--- src/rtl/alu_sequencer.sv ---
// Program sequencer: fetches {opr,a,b} words from RAM, launches the ALU for each,
// waits for completion (with optional timeout) and writes results to RES_BASE+pc.
module alu_sequencer #(
  parameter int                  ADDR_W   = 8,
  parameter int                  DATA_W   = 16,
  parameter int                  OPR_W    = 4,
  parameter int                  TMO_W    = 8,
  parameter logic [ADDR_W-1:0]   RES_BASE = 8'h80
) (
  input  logic                        clock,
  input  logic                        reset,
  input  logic                        start,
  input  logic [ADDR_W-1:0]           prog_len,
  input  logic [TMO_W-1:0]            maxclock,
  output logic                        ram_rd,
  output logic [ADDR_W-1:0]           ram_raddr,
  input  logic [OPR_W+2*DATA_W-1:0]   ram_rdata,
  output logic                        ram_wr,
  output logic [ADDR_W-1:0]           ram_waddr,
  output logic [DATA_W-1:0]           ram_wdata,
  output logic [OPR_W-1:0]            opr,
  output logic [DATA_W-1:0]           alu_a,
  output logic [DATA_W-1:0]           alu_b,
  output logic                        alu_start,
  input  logic                        alux_done,
  input  logic [DATA_W-1:0]           alu_result,
  output logic                        busy,
  output logic                        done,
  output logic                        tmo_err,
  output logic                        opr_err
);

  typedef enum logic [2:0] {
    S_IDLE, S_FETCH, S_WAITRD, S_ISSUE, S_EXEC, S_WRITE, S_NEXT, S_DONE
  } state_t;

  state_t              state, state_nx;
  logic [ADDR_W-1:0]   pc;
  logic [ADDR_W-1:0]   len_q;
  logic [TMO_W-1:0]    maxclk_q;
  logic [TMO_W-1:0]    cnt;
  logic                legal;
  logic                last_instr;
  logic                tmo_hit;

  function automatic logic opr_legal(input logic [OPR_W-1:0] op);
    case (op)
      OPR_W'(0), OPR_W'(1), OPR_W'(2), OPR_W'(3), OPR_W'(4),
      OPR_W'(6), OPR_W'(8), OPR_W'(9), OPR_W'(10): return 1'b1;
      default:                                     return 1'b0;
    endcase
  endfunction

  assign legal      = opr_legal(opr);
  assign last_instr = (pc == len_q - ADDR_W'(1));
  // maxclock == 0 disables the timeout entirely
  assign tmo_hit    = (maxclk_q != '0) && (cnt == maxclk_q);

  always_comb begin
    state_nx = state;
    case (state)
      S_IDLE:   if (start) state_nx = (prog_len == '0) ? S_DONE : S_FETCH;
      S_FETCH:  state_nx = S_WAITRD;
      S_WAITRD: state_nx = S_ISSUE;
      S_ISSUE:  state_nx = legal ? S_EXEC : S_NEXT;
      S_EXEC: begin
        if (alux_done)    state_nx = S_WRITE;
        else if (tmo_hit) state_nx = S_NEXT;
      end
      S_WRITE:  state_nx = S_NEXT;
      S_NEXT:   state_nx = last_instr ? S_DONE : S_FETCH;
      S_DONE:   state_nx = S_IDLE;
      default:  state_nx = S_IDLE;
    endcase
  end

  always_ff @(posedge clock) begin
    if (reset) begin
      state     <= S_IDLE;
      pc        <= '0;
      len_q     <= '0;
      maxclk_q  <= '0;
      cnt       <= '0;
      opr       <= '0;
      alu_a     <= '0;
      alu_b     <= '0;
      ram_wdata <= '0;
      tmo_err   <= 1'b0;
      opr_err   <= 1'b0;
    end else begin
      state <= state_nx;
      case (state)
        S_IDLE: begin
          if (start) begin
            len_q    <= prog_len;
            maxclk_q <= maxclock;
            pc       <= '0;
            tmo_err  <= 1'b0;
            opr_err  <= 1'b0;
          end
        end
        S_WAITRD: {opr, alu_a, alu_b} <= ram_rdata;
        S_ISSUE: begin
          cnt <= '0;
          if (!legal) opr_err <= 1'b1;
        end
        S_EXEC: begin
          // completion takes priority over a timeout in the same cycle
          if (alux_done)    ram_wdata <= alu_result;
          else if (tmo_hit) tmo_err   <= 1'b1;
          else              cnt       <= cnt + TMO_W'(1);
        end
        S_NEXT: if (!last_instr) pc <= pc + ADDR_W'(1);
        default: ;
      endcase
    end
  end

  assign busy      = (state != S_IDLE);
  assign ram_rd    = (state == S_FETCH);
  assign ram_raddr = pc;
  assign ram_wr    = (state == S_WRITE);
  assign ram_waddr = (state == S_WRITE) ? RES_BASE + pc : '0;
  assign alu_start = (state == S_ISSUE) && legal;
  assign done      = (state == S_DONE);

endmodule

--- config.mk ---
export PLATFORM = sky130hd
export DESIGN_NAME = alu_sequencer
export DESIGN_NICKNAME = d
export VERILOG_FILES = /design/src/rtl/alu_sequencer.sv
export SDC_FILE = /design/constraint.sdc
export NUM_CORES = 1
export LEC_CHECK = 0
export CAP_MARGIN = 20
export CORE_UTILIZATION = 44
export DETAILED_ROUTE_END_ITERATION = 10
export GPL_TIMING_DRIVEN = 0
export PLACE_DENSITY = 0.8
export SETUP_SLACK_MARGIN = 0.1
export SLEW_MARGIN = 30
export SYNTH_ARGS = -nofsm -noshare
export SYNTH_HDL_FRONTEND = slang
export SYNTH_SLANG_ARGS = --single-unit
--- constraint.sdc ---
create_clock -name clock -period 2.9 [get_ports clock]
set_input_delay 0.58 -clock clock [delete_from_list [all_inputs] [get_ports clock]]
set_output_delay 0.58 -clock clock [all_outputs]
set_load 0.02 [all_outputs]
# Yosys cells after proc, flatten, opt, wreduce, memory -nomap -nowiden
# Memory sizes are Yosys's and may differ from the RTL's. A register that Yosys moved wholly into a read port is not among the register bits.
# Cells that the tools add are included.
# W data, S select, Z words.
dict set report op_classes {
  mux 22
  n_reduce_logical 17
  eq_ne 16
  addsub 4
}
# op n
set op_table {}
lappend op_table {{$mux W8} 5}
lappend op_table {{$pmux W8 S2} 2}
lappend op_table {{$pmux W3 S8} 1}
lappend op_table {{$add A8 B1 Y8 const B} 2}
lappend op_table {{$eq A8 B8 Y1} 2}
lappend op_table {{$mux W3} 5}
lappend op_table {{$eq A3 B3 Y1 const B} 4}
lappend op_table {{$ne A2 B2 Y1 const B} 6}
lappend op_table {{$reduce_and A3 Y1} 3}
lappend op_table {{$add A8 B8 Y8 const A} 1}
lappend op_table {{$logic_not A8 Y1} 1}
lappend op_table {{$mux W4} 2}
lappend op_table {{$reduce_bool A2 Y1} 4}
lappend op_table {{$reduce_bool A8 Y1} 1}
lappend op_table {{$sub A8 B1 Y8 const B} 1}
lappend op_table {{$eq A3 B2 Y1 const B} 2}
lappend op_table {{$reduce_and A2 Y1} 3}
lappend op_table {{$mux W1} 4}
lappend op_table {{$pmux W1 S2} 2}
lappend op_table {{$reduce_and A4 Y1} 1}
lappend op_table {{$eq A3 B1 Y1 const B} 1}
lappend op_table {{$logic_not A3 Y1} 1}
lappend op_table {{$ne A3 B3 Y1 const B} 1}
lappend op_table {{$reduce_bool A3 Y1} 1}
lappend op_table {{2 further kinds} 3}
dict set report totals {
  wordCells 71
  out_inout_bits 75
  mem_bits_ro 16
  ff_bits 89
  memories 1
}
# memory words width rd rd_ports_with_merged_regs write_ports line_no
set memory_table {}
lappend memory_table {{(no name shown)} 16 1 1 1 0 47} ;# case (op)

# Longest topological paths before layout
dict set report depth {
  depth_word 5
  depth_mapped 11
  mapped_depth_nobuf 8
}

# Worst setup path after synthesis
# No wires, ideal clock.
dict set report synth_timing {
  path_type {register to register}
  start {reg len_q[0]}
  end {reg pc[4], in the netlist ram_raddr[4]}
  arrival_time_ns 2.082
  stages_incl_launch_ff 12
  t_required_ns 2.841
  path_buffers 3
  slack_ns 0.759
  cell_sequence {dfxtp_1 > buf_2 > inv_1 > ha_1 > clkbuf_2 > o21ba_2 > a221oi_1 > a41oi_1 > a211o_1 > buf_6 > a211o_1 > nand2_1}
}
dict set report synth_between {
  elab_chain_len 4
}
# item line_no
set synth_lines {}
lappend synth_lines {{start, declared} 39} ;# logic [ADDR_W-1:0] len_q;
lappend synth_lines {{start signal, assigned} 95} ;# len_q <= prog_len;
lappend synth_lines {{$sub A8 B1 Y8} 55} ;# assign last_instr = (pc == len_q - ADDR_W'(1));
lappend synth_lines {{$eq A8 B8 Y1} 55}
lappend synth_lines {{$ne A2 B2 Y1 (no line)} -}
lappend synth_lines {{$reduce_and A3 Y1 (no line)} -}
lappend synth_lines {{end signal, assigned} 113} ;# S_NEXT: if (!last_instr) pc <= pc + ADDR_W'(1);
lappend synth_lines {{end, declared} 38} ;# logic [ADDR_W-1:0] pc;
# No other way between the ends.
# A chain may end at the register's enable or synchronous reset.

# Worst setup path in the final report
dict set report layout_timing {
  start {reg state[1]}
  end {out alu_start}
}
dict set report layout_between {
  elab_chain_len 2
}
# item line_no
set layout_lines {}
lappend layout_lines {{start, declared} 37} ;# state_t state, state_nx;
lappend layout_lines {{start signal, assigned} 91} ;# state <= state_nx;
lappend layout_lines {{$eq A3 B2 Y1} 124} ;# assign alu_start = (state == S_ISSUE) && legal;
lappend layout_lines {{$logic_and A1 B1 Y1} 124}
lappend layout_lines {{end, declared} 24} ;# output logic alu_start,
# No other way between the ends.

==> results.md <==
* 4065 — routed via count
* 0 — number of antenna violations at the first check in global routing
* 3944 — via count of the first global-routing pass
* 206 — DRT iter0 DRCs
* 5.05% — layout cells sized above 1
* 0 — # hold bufs at CTS
* sky130_fd_sc_hd__dfxtp_1 (46%), sky130_fd_sc_hd__nand2_1 (15%), sky130_fd_sc_hd__a21oi_1 (11%) — cell types occupying the most area after synthesis
* 2.32 ns — required time worst endpoint
* 96.5 um — Die H
* complete, no violations — result of the run
* 0% — share of flip-flops with an asynchronous set or reset
* 2350 uW — Power Internal
* 375 MHz — highest clock frequency the design can meet
* 0 — post-CTS setup-driven buffer insertion count
* 2.09 ns — Arr. time, crit path
* 2 — Worst Hold Path Cells
* 3 — number of levels in the clock H-tree
* ram_raddr[1] — R2R Path End
* 0.000405 V — worst voltage drop across the vdd grid
* 7.69 um2 — average size of a mapped cell
* 8490 um — detailed placer's ending HPWL
* 755 — number of filler instances in the final layout
* 0.36 ns — Skew-Pair Late Insertion Delay
* 0.631 ns — actual transition at the worst max-transition pin
* 6 — number of detailed-route iterations in the first pass
* done — CTS tree
* 1280 uW — Psw
* 0 — Fin. Hold Viols
* flip-flop to flip-flop — min-delay worst type
* 90 — number of storage elements in the synthesis netlist
* 0 — number of enable flip-flop cells after synthesis
* 17900 um — first-pass GRT wire length
* ram_wdata[12] — sink of the worst hold path
* 34.2% — combinational power share
* 2 — clock tree buffer depth
* 0 — detailed-route DRC error count
* 146 — I/O Buffers
* 0 — Synth warnings
* 2.67 ns — final period demand of the worst path
* 0.09 ns — clock input transition at the sequential cells of the worst setup and hold paths
* 5.20 — per-cell via count in the routed design
* 0 — global route overflow
* sky130_fd_sc_hd__nand2_1 — most common cell after layout, fill and taps aside
* 0.849 — Final Wtd Congestion
* 10 — path depth of the worst reg2reg path
* 0.62 ns — stage delay of the slowest cell on the critical path
* 0 — count of nets left with antenna violations after detail routing
* 92.0% — final period utilization
* 8680 um2 — Std-Cell Core Area
* sky130_fd_sc_hd__clkbuf_8 — clk root buf
* 743 — # nets final
* 0 ns — Fin Setup TNS
* 57.7% — Max-Slew Margin vs Limit
* 147 — IO Pins
* sky130_fd_sc_hd__clkdlybuf4s50_1 — Worst path slowest cell
* false — unrepaired setup endpoints after global routing
* 25.1% — combined global-route utilization of all metal layers
* 0.0106 ns — Final Skew
* 0 — max-slew violation count
* 45.9% — part of the Yosys area used for sequential elements
* 0 — antenna diode count
* 631 nW/um2 — power per unit of standard cell area
* 11200 um — aggregate routed wire length
* 3930 um2 — Syn Std Cell Area
* 24.6% — clock power share
* 9310 um2 — area of the die
* 0.43 ns — FF-to-FF setup slack
* 14.4 um — routed len/inst
* sky130_fd_sc_hd__dfxtp_1 — predominant post-synthesis flop cell
* 10 — largest driver fanout on the critical path
* len_q[0] — launching point of the worst reg2reg path
* 17 — largest net degree at the start of global routing
* ram_wdata[12] — worst hold start
* 0 — Max Cap Viol
* 45.3% — Starting Density
* output pin — Critical Path End Type
* 66.3% — core occupancy in the finished layout
* 46.4% — Area Growth Syn to Fin
* 90 — clock sink count
* 511 — synthesized instance count
* flip-flop to output pin — Worst Setup Path Type
* 34 — Cell Rows
* 48 — Yosys cell types
* sky130_fd_sc_hd__nand2_1 (152), sky130_fd_sc_hd__clkdlybuf4s50_1 (146), sky130_fd_sc_hd__dfxtp_1 (89) — commonest cells after routing, fill and taps aside
* 0 — final number of setup-violating endpoints
* 0.00204 uW — standby leakage power
* 586 — Mapped Nets
* 35.3% — Sw Share
* 96.5 um — chip width
* sky130_fd_sc_hd__dfxtp_1 — cell taking the most area after synthesis
* 45.9% — share of the synthesized area in the top cell type
* flip-flop — element type at the critical path start
* 9 — total clock buffers created by CTS
* 41.1% — part of the total power dissipated in sequential elements
* buf_2, nand2_1, nor2_1, and2_1, clkdlybuf4s50_1 — sequence of cells on the critical path
## logic make-up after synthesis
| kind of cell | Yosys count | share of synthesized area [%] |
|---|---|---|
| and+or+nand+nor | 234 | 26.3 |
| AOI/OAI and AO/OA | 125 | 18.6 |
| DFF | 90 | 45.9 |
| buffers and inverters | 43 | 4.71 |
| xor gates and xnor gates | 16 | 3.57 |
| adders and majority gates | 3 | 0.956 |
## metrics by stage
step | instance area (um2) | instances | power (uW) | hold slack, ns | worst slack [ns]
after floorplan | 3930 | 511 | 2230 | 0.448 | 0.759
after global placement | 5530 | 765 | 2710 | 0.441 | 0.306
after detailed placement | 5530 | 765 | 2750 | 0.446 | 0.304
after CTS | 5740 | 781 | 3650 | 0.458 | 0.119
after global routing | 5750 | 781 | 3850 | 0.476 | 0.117
final | 5750 | 781 | 3630 | 0.458 | 0.233
## per-layer routing
layer / vias to the layer above / global-route usage (%) / wire, um
met5: - / 0 / 0
met4: 0 / 7.84 / 114
met3: 12 / 8.84 / 934
met2: 129 / 43.8 / 5490
met1: 1890 / 28.6 / 4670
li1: 2034 / - / -
## layout make-up
cell class / instances / area [um2] / share of cell area, %
Timing Repair Buffer: 146 / 1460 / 25.4
Tap cell: 108 / 135 / 2.35
Buffer: 34 / 158 / 2.74
Clock buffer: 10 / 138 / 2.39
Multi-Input combinational cell: 378 / 1950 / 33.9
Inverter: 9 / 33.8 / 0.587
Sequential cell: 90 / 1800 / 31.3
Clock inverter: 6 / 75.1 / 1.30
## how the worst max path moves through the flow
stage          slack (ns)     start           end
2_1_floorplan        0.76  len_q[0]  ram_raddr[4]
3_3_place_gp         0.31  state[2]  ram_waddr[2]
3_5_place_dp         0.30  state[2]  ram_waddr[1]
4_1_cts              0.12  state[2]  ram_waddr[1]
5_1_grt              0.12  state[1]     alu_start
6_report             0.23  state[1]     alu_start
## Yosys cell counts (all sizes together) (3+ instances only)
library cell / number
xor2: 10
a21oi: 87
nand2: 152
nor4: 5
clkbuf: 25
o21bai: 3
ha: 3
dfxtp: 90
nand3: 8
inv: 9
nand4: 4
nand2b: 5
buf: 9
nor3: 11
and2: 9
and3: 3
o21ai: 7
or3: 6
xnor2: 6
nor2: 21
a211oi: 3
## flip-flops by register name, summed over array words and instances, names as in the netlist, 3 cells and up
name       count
state          3
maxclk_q       8
alu_a         16
len_q          8
ram_raddr      8
alu_b         16
cnt            8
ram_wdata     16
opr            4
## power by group through the flow
stage	Clock [uW]	Combinational [uW]	Sequential [uW]
after floorplan	0	619	1610
after global routing	963	1370	1510
after detailed placement	0	1230	1520
after global placement	0	1200	1510
after CTS	916	1240	1490
final	895	1240	1490
## worst max-delay path: cells and delay by family, from the launching register on
kind                   cells  cell delay, ns
and+or+nand+nor            3            0.46
DFF                        1            0.39
buffers and inverters      2            0.88
## repair_timing
| item | 4_1_cts | 5_1_grt |
|---|---|---|
| gates resized for setup | 3 | 6 |
| setup endpoints to repair | 7 | 5 |
| hold endpoints to repair | 0 | 0 |
No activity file was read; power rests on OpenSTA's default activity.
